<file path="config.mk">
export PLATFORM = sky130hd
export DESIGN_NAME = alt_vipvfr131_vfr_control_packet_decoder
export DESIGN_NICKNAME = d
export VERILOG_FILES = /design/src/rtl/alt_vipvfr131_vfr_control_packet_decoder.sv
export SDC_FILE = /design/constraint.sdc
export NUM_CORES = 1
export LEC_CHECK = 0
export CAP_MARGIN = 10
export CORE_ASPECT_RATIO = 0.6
export CORE_MARGIN = 2
export CORE_UTILIZATION = 59
export DETAILED_ROUTE_END_ITERATION = 12
export PLACE_DENSITY = 0.9
export SYNTH_ARGS = -nofsm -noshare
export SYNTH_HDL_FRONTEND = slang
export SYNTH_SLANG_ARGS = --single-unit
</file>
<file path="constraint.sdc">
create_clock -name clk -period 4.44 [get_ports clk]
set_input_delay 0.888 -clock clk [delete_from_list [all_inputs] [get_ports clk]]
set_output_delay 0.888 -clock clk [all_outputs]
set_load 0.01 [all_outputs]
</file>
<file path="src/rtl/alt_vipvfr131_vfr_control_packet_decoder.sv">
// Avalon-ST video sink stage: forwards every beat through one register slice,
// decodes control packets into width/height/interlaced and checks each video
// packet's pixel count against the decoded frame size.
module alt_vipvfr131_vfr_control_packet_decoder #(
  parameter int          BITS_PER_SYMBOL    = 8,
  parameter int          SYMBOLS_PER_BEAT   = 3,
  parameter logic [15:0] DEFAULT_WIDTH      = 16'd640,
  parameter logic [15:0] DEFAULT_HEIGHT     = 16'd480,
  parameter logic [3:0]  DEFAULT_INTERLACED = 4'd0
) (
  input  logic                                        clk,
  input  logic                                        rst,
  output logic                                        din_ready,
  input  logic                                        din_valid,
  input  logic [BITS_PER_SYMBOL*SYMBOLS_PER_BEAT-1:0] din_data,
  input  logic                                        din_sop,
  input  logic                                        din_eop,
  input  logic                                        dout_ready,
  output logic                                        dout_valid,
  output logic [BITS_PER_SYMBOL*SYMBOLS_PER_BEAT-1:0] dout_data,
  output logic                                        dout_sop,
  output logic                                        dout_eop,
  output logic [15:0]                                 width,
  output logic [15:0]                                 height,
  output logic [3:0]                                  interlaced,
  output logic                                        ctrl_update,
  output logic                                        ctrl_error,
  output logic                                        frame_done,
  output logic                                        early_eop,
  output logic                                        late_eop
);

  localparam int DW = BITS_PER_SYMBOL * SYMBOLS_PER_BEAT;

  localparam logic [1:0] ST_IDLE  = 2'd0;
  localparam logic [1:0] ST_CTRL  = 2'd1;
  localparam logic [1:0] ST_VIDEO = 2'd2;
  localparam logic [1:0] ST_USER  = 2'd3;

  // Output register slice
  logic          dout_valid_q;
  logic [DW-1:0] dout_data_q;
  logic          dout_sop_q, dout_eop_q;

  // Decoder state
  logic [1:0]  state_q, state_d;
  logic [15:0] width_q, width_d, height_q, height_d;
  logic [3:0]  interlaced_q, interlaced_d;
  logic [4:0]  nib_cnt_q, nib_cnt_d;
  logic [35:0] nib_q, nib_d;          // nibble k lives in [4k+3:4k]
  logic [15:0] exp_w_q, exp_w_d, exp_lines_q, exp_lines_d;
  logic [15:0] x_q, x_d, y_q, y_d;
  logic        ovf_q, ovf_d;
  logic        upd_q, upd_d, err_q, err_d, done_q, done_d, early_q, early_d, late_q, late_d;

  logic        accept;
  logic        ctrl_load;
  logic [31:0] nib_base;
  logic [31:0] nib_sum;
  logic [15:0] lines_now;
  logic [15:0] cmt_width, cmt_height;

  assign din_ready = dout_ready | ~dout_valid_q;
  assign accept    = din_valid & din_ready;
  assign ctrl_load = accept & ~din_sop & (state_q == ST_CTRL);
  assign nib_base  = {27'd0, nib_cnt_q};
  assign nib_sum   = nib_base + 32'(SYMBOLS_PER_BEAT);

  // Lines expected for the next video packet. (h+1)>>1 is written as
  // (h>>1)+h[0] so the 17-bit intermediate never needs to exist.
  always_comb begin
    lines_now = height_q;
    if (interlaced_q[3])
      lines_now = {1'b0, height_q[15:1]} + {15'd0, height_q[0] & ~interlaced_q[2]};
  end

  // Capture each payload nibble into its slot; slots past 8 are never written.
  genvar gi;
  generate
    for (gi = 0; gi < 9; gi++) begin : g_nib
      logic [3:0] slot_d;
      // Select the symbol that carries nibble gi in this beat, if any
      always_comb begin
        slot_d = nib_q[gi*4 +: 4];
        for (int s = 0; s < SYMBOLS_PER_BEAT; s++)
          if (ctrl_load && (nib_base + 32'(s) == 32'(gi)))
            slot_d = din_data[s*BITS_PER_SYMBOL +: 4];
      end
      assign nib_d[gi*4 +: 4] = slot_d;
    end
  endgenerate

  // Nibble 0 is the most significant nibble of width, nibble 4 of height.
  assign cmt_width  = {nib_d[3:0],   nib_d[7:4],   nib_d[11:8],  nib_d[15:12]};
  assign cmt_height = {nib_d[19:16], nib_d[23:20], nib_d[27:24], nib_d[31:28]};

  // Packet decoder: header dispatch, control nibble gathering, pixel counting
  always_comb begin
    state_d      = state_q;
    width_d      = width_q;
    height_d     = height_q;
    interlaced_d = interlaced_q;
    nib_cnt_d    = nib_cnt_q;
    exp_w_d      = exp_w_q;
    exp_lines_d  = exp_lines_q;
    x_d          = x_q;
    y_d          = y_q;
    ovf_d        = ovf_q;
    upd_d        = 1'b0;
    err_d        = 1'b0;
    done_d       = 1'b0;
    early_d      = 1'b0;
    late_d       = 1'b0;

    if (accept) begin
      if (din_sop) begin
        // A new header always aborts whatever packet was in flight
        if (state_q == ST_VIDEO) early_d = 1'b1;
        if (state_q == ST_CTRL)  err_d   = 1'b1;
        nib_cnt_d = 5'd0;
        x_d       = 16'd0;
        y_d       = 16'd0;
        ovf_d     = 1'b0;
        case (din_data[3:0])
          4'hF: begin
            if (din_eop) begin
              err_d   = 1'b1;
              state_d = ST_IDLE;
            end else begin
              state_d = ST_CTRL;
            end
          end
          4'h0: begin
            exp_w_d     = width_q;
            exp_lines_d = lines_now;
            if (din_eop) begin
              if (width_q == 16'd0 || lines_now == 16'd0) done_d  = 1'b1;
              else                                         early_d = 1'b1;
              state_d = ST_IDLE;
            end else begin
              state_d = ST_VIDEO;
            end
          end
          default: state_d = din_eop ? ST_IDLE : ST_USER;
        endcase
      end else begin
        case (state_q)
          ST_CTRL: begin
            nib_cnt_d = (nib_sum >= 32'd9) ? 5'd9 : nib_sum[4:0];
            if (din_eop) begin
              if (nib_sum >= 32'd9 && cmt_width != 16'd0 && cmt_height != 16'd0) begin
                width_d      = cmt_width;
                height_d     = cmt_height;
                interlaced_d = nib_d[35:32];
                upd_d        = 1'b1;
              end else begin
                err_d = 1'b1;
              end
              state_d = ST_IDLE;
            end
          end
          ST_VIDEO: begin
            if (ovf_q || exp_w_q == 16'd0 || y_q >= exp_lines_q) begin
              ovf_d = 1'b1;
            end else if (x_q == exp_w_q - 16'd1) begin
              x_d = 16'd0;
              y_d = y_q + 16'd1;
            end else begin
              x_d = x_q + 16'd1;
            end
            if (din_eop) begin
              if (ovf_d)                                        late_d  = 1'b1;
              else if (exp_w_q == 16'd0 || y_d >= exp_lines_q) done_d  = 1'b1;
              else                                              early_d = 1'b1;
              state_d = ST_IDLE;
            end
          end
          ST_USER: if (din_eop) state_d = ST_IDLE;
          default: ;
        endcase
      end
    end
  end

  // Register slice: load on accept, drop valid once the sink takes the beat
  always_ff @(posedge clk or negedge rst) begin
    if (!rst) begin
      dout_valid_q <= 1'b0;
      dout_data_q  <= '0;
      dout_sop_q   <= 1'b0;
      dout_eop_q   <= 1'b0;
    end else if (accept) begin
      dout_valid_q <= 1'b1;
      dout_data_q  <= din_data;
      dout_sop_q   <= din_sop;
      dout_eop_q   <= din_eop;
    end else if (dout_ready) begin
      dout_valid_q <= 1'b0;
    end
  end

  // Decoder state and the status pulses that line up with the forwarded beat
  always_ff @(posedge clk or negedge rst) begin
    if (!rst) begin
      state_q      <= ST_IDLE;
      width_q      <= DEFAULT_WIDTH;
      height_q     <= DEFAULT_HEIGHT;
      interlaced_q <= DEFAULT_INTERLACED;
      nib_cnt_q    <= 5'd0;
      nib_q        <= '0;
      exp_w_q      <= 16'd0;
      exp_lines_q  <= 16'd0;
      x_q          <= 16'd0;
      y_q          <= 16'd0;
      ovf_q        <= 1'b0;
      upd_q        <= 1'b0;
      err_q        <= 1'b0;
      done_q       <= 1'b0;
      early_q      <= 1'b0;
      late_q       <= 1'b0;
    end else begin
      state_q      <= state_d;
      width_q      <= width_d;
      height_q     <= height_d;
      interlaced_q <= interlaced_d;
      nib_cnt_q    <= nib_cnt_d;
      nib_q        <= nib_d;
      exp_w_q      <= exp_w_d;
      exp_lines_q  <= exp_lines_d;
      x_q          <= x_d;
      y_q          <= y_d;
      ovf_q        <= ovf_d;
      upd_q        <= upd_d;
      err_q        <= err_d;
      done_q       <= done_d;
      early_q      <= early_d;
      late_q       <= late_d;
    end
  end

  assign dout_valid  = dout_valid_q;
  assign dout_data   = dout_data_q;
  assign dout_sop    = dout_sop_q;
  assign dout_eop    = dout_eop_q;
  assign width       = width_q;
  assign height      = height_q;
  assign interlaced  = interlaced_q;
  assign ctrl_update = upd_q;
  assign ctrl_error  = err_q;
  assign frame_done  = done_q;
  assign early_eop   = early_q;
  assign late_eop    = late_q;

endmodule

</file>
## After elaboration in Yosys (flattened, before gate mapping)

Index checks and enable logic that the tools add are counted.

- Flip-flop bits (word level): 176
- Output and inout port bits: 69

- Reduce and logical (&&, ||, !) cells: 54
- Bitwise gates (word level): 8
- Equality and inequality tests: 30
- Muxes and demuxes: 94
- $add $sub $neg: 7
- Order comparisons: 3

Operator list:

| kind | number |
|---|---|
| $eq A32 B3 Y1 const B | 8 |
| $mux W16 | 12 |
| $eq A32 B2 Y1 const B | 4 |
| $mux W4 | 27 |
| $logic_not A32 Y1 | 3 |
| $eq A32 B1 Y1 const B | 2 |
| $logic_not A16 Y1 | 3 |
| $mux W1 | 46 |
| $add A16 B1 Y16 const B | 2 |
| $ge A16 B16 Y1 | 2 |
| $reduce_bool A16 Y1 | 2 |
| $logic_and A1 B1 Y1 | 29 |
| $eq A5 B3 Y1 const B | 4 |
| $add A15 B1 Y16 | 1 |
| $eq A16 B16 Y1 | 1 |
| $sub A16 B1 Y16 const B | 1 |
| $mux W5 | 3 |
| $add A5 B2 Y6 const B | 2 |
| $eq A6 B4 Y1 const B | 2 |
| $eq A5 B2 Y1 const B | 2 |
| $mux W2 | 5 |
| $reduce_bool A2 Y1 | 5 |
| $reduce_and A3 Y1 | 3 |
| $add A5 B1 Y6 const B | 1 |
| other kinds (16) | 26 |

## Longest topological paths before layout

Gate-level depths: netlist (run 1).

- Depth after elaboration: 17
- Depth in mapped cells: 21
- Depth with buffers taken out: 20

## Worst setup path after synthesis (run 1)

Ideal clock, no wire load.

- Kind: reg2reg
- Start: register exp_w_q[2]
- End: register done_q (netlist: frame_done)
- Setup slack: 0.391 ns
- Data arrival time: 3.930 ns
- Buffers on the path: 2
- Cell stages (with the launch flop): 19
- Clock period less this slack: 4.049 ns
- Cells stage by stage: dfrtp_1 -> or3_1 -> buf_2 -> nor4_2 -> a31oi_1 -> nor4b_1 -> and4_1 -> and3_1 -> clkbuf_1 -> mux2_2 -> ha_1 -> a21oi_1 -> nor2b_1 -> o21ai_0 -> a21oi_1 -> o31ai_1 -> a21o_1 -> a211oi_1 -> o21a_1

- Word-level cells in the longest chain between the ends: 15
- Elaborated cells on any way between the ends: 22

Ends and longest elaborated chain:

| item | line | text |
|---|---|---|
| start, declared | 51 | `logic [15:0] exp_w_q, exp_w_d, exp_lines_q, exp_lines_d;` |
| start signal, assigned | 228 | `exp_w_q <= exp_w_d;` |
| $sub A16 B1 Y16 or $logic_not A16 Y1 (tied branches) | 165, 163, 173 |  |
| $eq A16 B16 Y1 or $logic_or A1 B1 Y1 (tied branches) | 165, 163 |  |
| $mux W16 or $logic_or A1 B1 Y1 (tied branches) | 165, 163 |  |
| $mux W16 | 163 | `if (ovf_q \|\| exp_w_q == 16'd0 \|\| y_q >= exp_lines_q) begin` |
| $mux W16 | 147 | `case (state_q)` |
| $mux W16 | 116 | `if (din_sop) begin` |
| $mux W16 | 115 | `if (accept) begin` |
| $ge A16 B16 Y1 | 173 | `else if (exp_w_q == 16'd0 \|\| y_d >= exp_lines_q) done_d = 1'b1;` |
| $logic_or A1 B1 Y1 | 173 |  |
| $mux W1 | 173 |  |
| $mux W1 * | 172 | `if (ovf_d) late_d = 1'b1;` |
| $mux W1 * | 171 | `if (din_eop) begin` |
| $mux W1 * | 147 |  |
| $mux W1 * | 116 |  |
| $mux W1 * | 115 |  |
| via done_d | 54 | `logic upd_q, upd_d, err_q, err_d, done_q, done_d, early_q, early_d, late_q, late_d;` |
| end signal, assigned | 235 | `done_q <= done_d;` |
| end, declared | 54 |  |

The timed path passes the listed nets; every way through them passes the cells marked *. The select of a mux whose other input is x is not followed.
A chain may end at the register's enable or synchronous reset.

## Worst setup path in the final report (run 1)

- Start: register nib_cnt_q[0]
- End: register height_q[2] (netlist: height[2])

- Elaborated cells on any way between the ends: 81

RTL lines:

| item | line | text |
|---|---|---|
| start, declared | 49 | `logic [4:0] nib_cnt_q, nib_cnt_d;` |
| start signal, assigned | 226 | `nib_cnt_q <= nib_cnt_d;` |
| $add A5 B1 Y6 or $eq A5 B3 Y1 (tied branches) | 86 | `if (ctrl_load && (nib_base + 32'(s) == 32'(gi)))` |
| $eq A32 B3 Y1 or $logic_and A1 B1 Y1 (tied branches) | 86 |  |
| $logic_and A1 B1 Y1 or $mux W4 (tied branches) | 86 |  |
| $mux W4 | 86 |  |
| $mux W4 * | 86 |  |
| via g_nib[6].slot_d[3] | 81 | `logic [3:0] slot_d;` |
| $reduce_bool A16 Y1 * | 151 | `if (nib_sum >= 32'd9 && cmt_width != 16'd0 && cmt_height != 16'd0) begin` |
| $logic_and A1 B1 Y1 * | 151 |  |
| $reduce_and A5 Y1 (no source line) * | n/a |  |
| end signal, assigned | 224 | `height_q <= height_d;` |
| end, declared | 47 | `logic [15:0] width_q, width_d, height_q, height_d;` |

The timed path passes the listed nets; every way through them passes the cells marked *.

==> results of run 1 <==
## registers in the layout, summed over array words and instances, names as in the netlist
signal	cells
nib_q	36
dout_data	24
exp_lines_q	16
exp_w_q	16
height	16
width	16
x_q	16
y_q	16
nib_cnt_q	5
interlaced	4
state_q	2
ctrl_error	1
ctrl_update	1
dout_eop	1
dout_sop	1
dout_valid	1
early_eop	1
frame_done	1
late_eop	1
ovf_q	1
## routing by layer
layer	track usage, %	wire [um]	vias up
li1	-	-	4635
met2	48.6	14300	750
met5	0	0	-
met1	49.8	14500	5063
met4	9.16	746	0
met3	8.87	4090	101
## repair_timing
item,in CTS,in global routing
hold endpoints to repair,0,0
buffers inserted,0,3
gates resized for setup,4,10
endpoints found under the setup margin,2,2
pin swaps,0,5
cloned,0,1
## worst min-delay path, cell delays in order (launching register included)
cell and delay, ns:
dfrtp_1 0.34, nand2_1 0.05, nand2_1 0.06
## layout make-up
type	instances	area share [%]
inverter	43	1.22
sequential	176	33.4
timing repair buffer	156	10.8
multi-input combinational	944	47.8
tap	240	2.27
clock inverter	15	1.30
clock buffer	17	3.22
## kinds of logic (layout without fill, tap and decap cells)
group           after synthesis  in the layout  share of synthesized area, %
flops                       176            176                          39.6
fa+ha+maj                    46             46                          5.17
mux                          86             86                          9.33
buf+inv                     113            231                          4.20
xor+xnor                     43             43                          3.38
compound gates              250            250                          14.2
simple gates                518            519                          24.1
## power by group
part / switching (W) / internal, W / total, W
registers: 0.0000961 / 0.00176 / 0.00186
clock network: 0.000732 / 0.000804 / 0.00154
logic: 0.000659 / 0.000488 / 0.00115
## cell usage in the layout (no fill, tap or decap), types with 18 or more instances in the layout
cell / instances
mux2_2: 22
xnor2_1: 24
nor2_1: 70
nand2_1: 216
clkdlybuf4s50_1: 97
a21oi_1: 54
nor3_1: 32
nand3_1: 34
dfrtp_1: 169
inv_1: 41
mux2_4: 29
and3_1: 20
o31ai_1: 18
nand4_1: 22
xor2_1: 19
buf_4: 57
o21ai_0: 75
ha_1: 46
mux2i_1: 31
nor4_1: 19
## per-stage QoR
| step | total power [W] | util, % | cells | TNS (ns) |
|---|---|---|---|---|
| floorplan | 0.00250 | - | 1232 | 0 |
| global placement | 0.00291 | 68.7 | 1555 | 0 |
| detailed placement | 0.00296 | 68.7 | 1555 | -0.241 |
| CTS | 0.00450 | 72.1 | 1587 | 0 |
| global route | 0.00471 | 72.5 | 1591 | -0.00147 |
| finish | 0.00454 | 72.5 | 1591 | 0 |
## worst paths after layout
kind	start	end	depth (start not counted)
setup / recovery	nib_cnt_q[0]$_DFFE_PN0P_	height[2]$_DFFE_PN0P_	11
hold / removal	dout_data[12]$_DFFE_PN0P_	dout_data[12]$_DFFE_PN0P_	2
setup reg to reg	nib_cnt_q[0]$_DFFE_PN0P_	height[2]$_DFFE_PN0P_	11
hold reg to reg	dout_data[12]$_DFFE_PN0P_	dout_data[12]$_DFFE_PN0P_	2
max in group asynchronous	rst	exp_w_q[15]$_DFFE_PN0P_	2
min in group asynchronous	rst	ctrl_update$_DFF_PN0_	1
==> out/results.ini, run 1 <==
[yosys]
syn_area_per_cell_um2 = 9.04
async_flop_share_pct = 100
ys_warn_count = 0
synth_top_area_cell = dfrtp_1
synthDistinctLibCells = 79
synthFlopType = dfrtp_1
netlist_top_cells_area = dfrtp_1 (38%), nand2_1 (7.3%), ha_1 (5.2%)
yosysMostFrequentCell = nand2_1
syn_nets = 1308
ys_ff_latch = 176
yosysSeqAreaShare_pct = 39.6
synth_cells = 1232
synth_top_area_share_pct = 38.2
synthesis.area_um2 = 11100
synth-edff-count = 0
synthTopCellsByCount = nand2_1 (216), dfrtp_1 (170), o21ai_0 (77)

[cts]
root_buffer = clkbuf_16
cts-htree-levels = 4
cts_buffers = 17
postCtsHoldBufs = 0
clk_path_buf_depth = 2
clkLatencyLatePin_ns = 0.45
numClockSinks = 176
clk_pin_slew_ns = 0.07
cts_tree = built

[final_layout]
multi_input_area_um2 = 6330
fin_area_um2 = 13200
areaGrowthSynthToFinish_pct = 18.8
layout-drive-gt1-share_pct = 13.8
layout.nets = 1414
diodes = 0
num-fill-cells = 1266
register_area_um2 = 4410

[floorplanning]
die-area_um2 = 20000
fp.dieW_um = 181
die_h_um = 110
io_pins = 99
start_util_pct = 61.0
rows = 38
core_um2 = 18300

[global_route]
grt_overflow = 0
antenna_found_initial = 0
grt_usage_pct = 33.6
grt_max_degree = 88
grt_pass1_wl_mm = 53.3
grt_pass1_vias = 9876

[sta]
slew_headroom_pct = 26.9
report.final.setup_viol = 0
finalCriticalPeriod_ns = 4.35
holdWs_ns = 0.476
finalMaxSlewViolations = 0
fin_skew_ns = 0.0200
fin_ws_ns = 0.0934
finalHoldViolations = 0
fin_crit_sh_pct = 97.9
max_slew.worst_pin.slew_ns = 1.09
fmax_ghz = 0.230

[pwr]
power_density_nw_per_um2 = 343
vdd_drop_max_mv = 0.331
p_leak_nw = 5.96

[drt]
dr.pass1.iters = 6
wire_per_inst_um = 21.1
wirelength_mm = 33.6
postRouteAntennaNets = 0
drt_iter0_markers = 1495
drc_errors = 0
vias = 10549
via_per_inst = 6.63

[setup_path]
worstSetupStartpointType = flip-flop
crit_chain = ha_1, xor2_1, nand4_1, mux2_2, o22ai_1, o21ai_0, nor4_1, and4_1, nor4_4, buf_12, mux2_2
slowest_stage = dfrtp_1
cp-end-kind = flip-flop
critical_path_buf_inv_count = 1
path_max_fanout = 37
path_delay_family = simple AND/OR/NAND/NOR gates
crit_arrival_ns = 4.67
max_stage_delay_ns = 0.59
worstPathRequired_ns = 4.76
timing.critical_path.mode_cell = mux2_2
crit_type = reg2reg
r2r_slack_ns = 0.09

[placement]
place.gp.congestion = 1.05
dp_slack_ns = -0.0489
io_buffers = 98
place_area_um2 = 12500
hpwl_mm = 23.8

[run_status]
outcome = finished, final reports clean

[flow_run]
maxCapViolCount = 0

[min_path]
min_path_type = reg2reg

(Power assumes the default switching activity.)
==> run 2: changes to the inputs <==
CORE_MARGIN = 5   (was 2)
==> run 2 against run 1 <==
Net effect:
- utilization rose by 0.29 points
- die area rose by 8.9%
- via count fell by 0.20%
- sequential power barely moved
- register-to-register slack improved by 0.02 ns
- routed wire length rose by 1.8%
- sequential cell count did not move
- clock power barely moved
- worst setup slack improved by 0.019 ns
==> out/results.ini, run 2 (synthesis gave the netlist of run 1 again) <==
[run_status]
outcome = finished, final reports clean

[floorplanning]
fp.dieW_um = 187
start_util_pct = 60.8
io_pins = 99
die_h_um = 116
core_um2 = 18300
die-area_um2 = 21800
rows = 38

[drt]
postRouteAntennaNets = 0
wire_per_inst_um = 21.4
drt_iter0_markers = 1308
vias = 10528
via_per_inst = 6.58
drc_errors = 0
wirelength_mm = 34.2
dr.pass1.iters = 7

[final_layout]
utilization_pct = 72.8
multi_input_area_um2 = 6350
num-fill-cells = 1281
final_common_cell = nand2_1
largest_register_ffs = 36
areaGrowthSynthToFinish_pct = 19.6
diodes = 0
fin_area_um2 = 13300
largest_register = nib_q
layout.nets = 1423
register_area_um2 = 4420
layout-drive-gt1-share_pct = 14.9
final_cell_mix = nand2_1 (216), dfrtp_1 (166), clkdlybuf4s50_1 (97)

[setup_path]
r2r_slack_ns = 0.11
path_max_fanout = 14
worstSetupStartpointType = flip-flop
r2r_end = frame_done$_DFF_PN0_
max_stage_delay_ns = 0.55
crit_type = reg2reg
cp-end-kind = flip-flop
worstPathRequired_ns = 4.78
slowest_stage = or3_2
timing.critical_path.mode_cell = a21o_1
ff2ff_path_depth = 18
r2r_start = exp_w_q[3]$_DFFE_PN0P_
crit_chain = or3_2, or3_1, a21oi_1, a31oi_1, a22o_1, and4_2, buf_4, nand4_1, buf_4, nor2_1, xor2_1, ha_1, a21o_1, a21o_1, a21oi_1, a21o_1, a211oi_1, o21a_1
crit_arrival_ns = 4.67

[sta]
fin_crit_sh_pct = 97.5
max_slew.worst_pin.slew_ns = 1.10
slew_headroom_pct = 26.5
finalHoldViolations = 0
fin_skew_ns = 0.0120
finalMaxSlewViolations = 0
finalCriticalPeriod_ns = 4.33
fmax_ghz = 0.231
fin_ws_ns = 0.112
report.final.setup_viol = 0

[cts]
cts_tree = built
clkLatencyLatePin_ns = 0.45
cts_buffers = 17
root_buffer = clkbuf_16
numClockSinks = 176
postCtsHoldBufs = 0
cts-htree-levels = 4
clk_pin_slew_ns = 0.08
clk_path_buf_depth = 2

[global_route]
grt_pass1_wl_mm = 53.7
grt_max_degree = 98
grt_overflow = 0
antenna_found_initial = 0
grt_usage_pct = 31.2
grt_pass1_vias = 9802

[min_path]
hold_end = dout_data[3]$_DFFE_PN0P_
hold_start = dout_data[3]$_DFFE_PN0P_
whs_path_depth = 2
min_path_type = reg2reg

[placement]
place.gp.congestion = 1.00
dp_slack_ns = -0.0802
place_area_um2 = 12600
io_buffers = 98
hpwl_mm = 24.6

[pwr]
vdd_drop_max_mv = 0.305
power_density_nw_per_um2 = 342
p_leak_nw = 6.00

[flow_run]
maxCapViolCount = 0

[run 2: changes by cell type in the layout (fill, tap and decap cells not counted), moves of 2 or more]
cell     before  now
dfrtp_1     169  166
buf_4        57   66
dfrtp_2       1    4
o21ai_1       5    3
o21ai_0      75   77
inv_8         5    3
[run 2: metal layers]
metal | GRT usage (%) | wire length [um] | vias up | part of all wire [%]
met1 | 46.0 | 14800 | 5117 | 43
met4 | 8.07 | 625 | 0 | 1.8
met2 | 45.7 | 14500 | 673 | 42
met3 | 8.69 | 4270 | 81 | 12
li1 | - | - | 4657 | -
met5 | 0 | 0 | - | 0
[run 2: stage by stage]
| step | setup TNS, ns | power, W | std cells | hold slack, ns |
|---|---|---|---|---|
| after floorplan | 0 | 0.00250 | 1232 | 0.449 |
| after global placement | -0.0184 | 0.00294 | 1563 | 0.457 |
| after detailed placement | -0.743 | 0.00298 | 1563 | 0.461 |
| after CTS | 0 | 0.00451 | 1595 | 0.481 |
| after global routing | -0.00557 | 0.00474 | 1600 | 0.490 |
| final | 0 | 0.00456 | 1600 | 0.480 |
[run 2: critical path: cells and delay by family, from the launching register on]
kind,cells,cell delay (ns)
AOI/OAI and AO/OA,9,1.63
adders and majority gates,1,0.20
xor gates and xnor gates,1,0.16
buffers and inverters,2,0.36
DFF,1,0.46
and+or+nand+nor,5,1.41
[run 2: final cells by class]
type                            instances  area share [%]
Multi-Input combinational cell        944            47.7
Sequential cell                       176            33.2
Timing Repair Buffer                  165            11.2
Clock buffer                           17            3.19
Tap cell                              240            2.25
Clock inverter                         15            1.28
Inverter                               43            1.21
[run 2: what timing repair did]
| item | in CTS | in global routing |
|---|---|---|
| gates resized for setup | 4 | 16 |
| pin swaps | 0 | 5 |
| setup endpoints to repair | 2 | 2 |
| setup buffers | 0 | 4 |
| cloned | 0 | 1 |
[run 2: how the worst max path moves through the flow]
stage,startpoint,end,slack [ns],cells past startpoint
CTS,exp_w_q[2]$_DFFE_PN0P_,frame_done$_DFF_PN0_,0.03,16
global placement,exp_w_q[2]$_DFFE_PN0P_,frame_done$_DFF_PN0_,-0.02,16
finish,exp_w_q[3]$_DFFE_PN0P_,frame_done$_DFF_PN0_,0.11,18
global route,exp_w_q[3]$_DFFE_PN0P_,frame_done$_DFF_PN0_,-0.006,16
floorplan,exp_w_q[2]$_DFFE_PN0P_,frame_done$_DFF_PN0_,0.39,18
detailed placement,exp_w_q[2]$_DFFE_PN0P_,frame_done$_DFF_PN0_,-0.08,16
[run 2: power by group]
group | internal, W | switching, W | leakage (nW)
registers | 0.00176 | 0.000103 | 2.33
clock network | 0.000801 | 0.000727 | 0.292
logic | 0.000510 | 0.000660 | 3.37
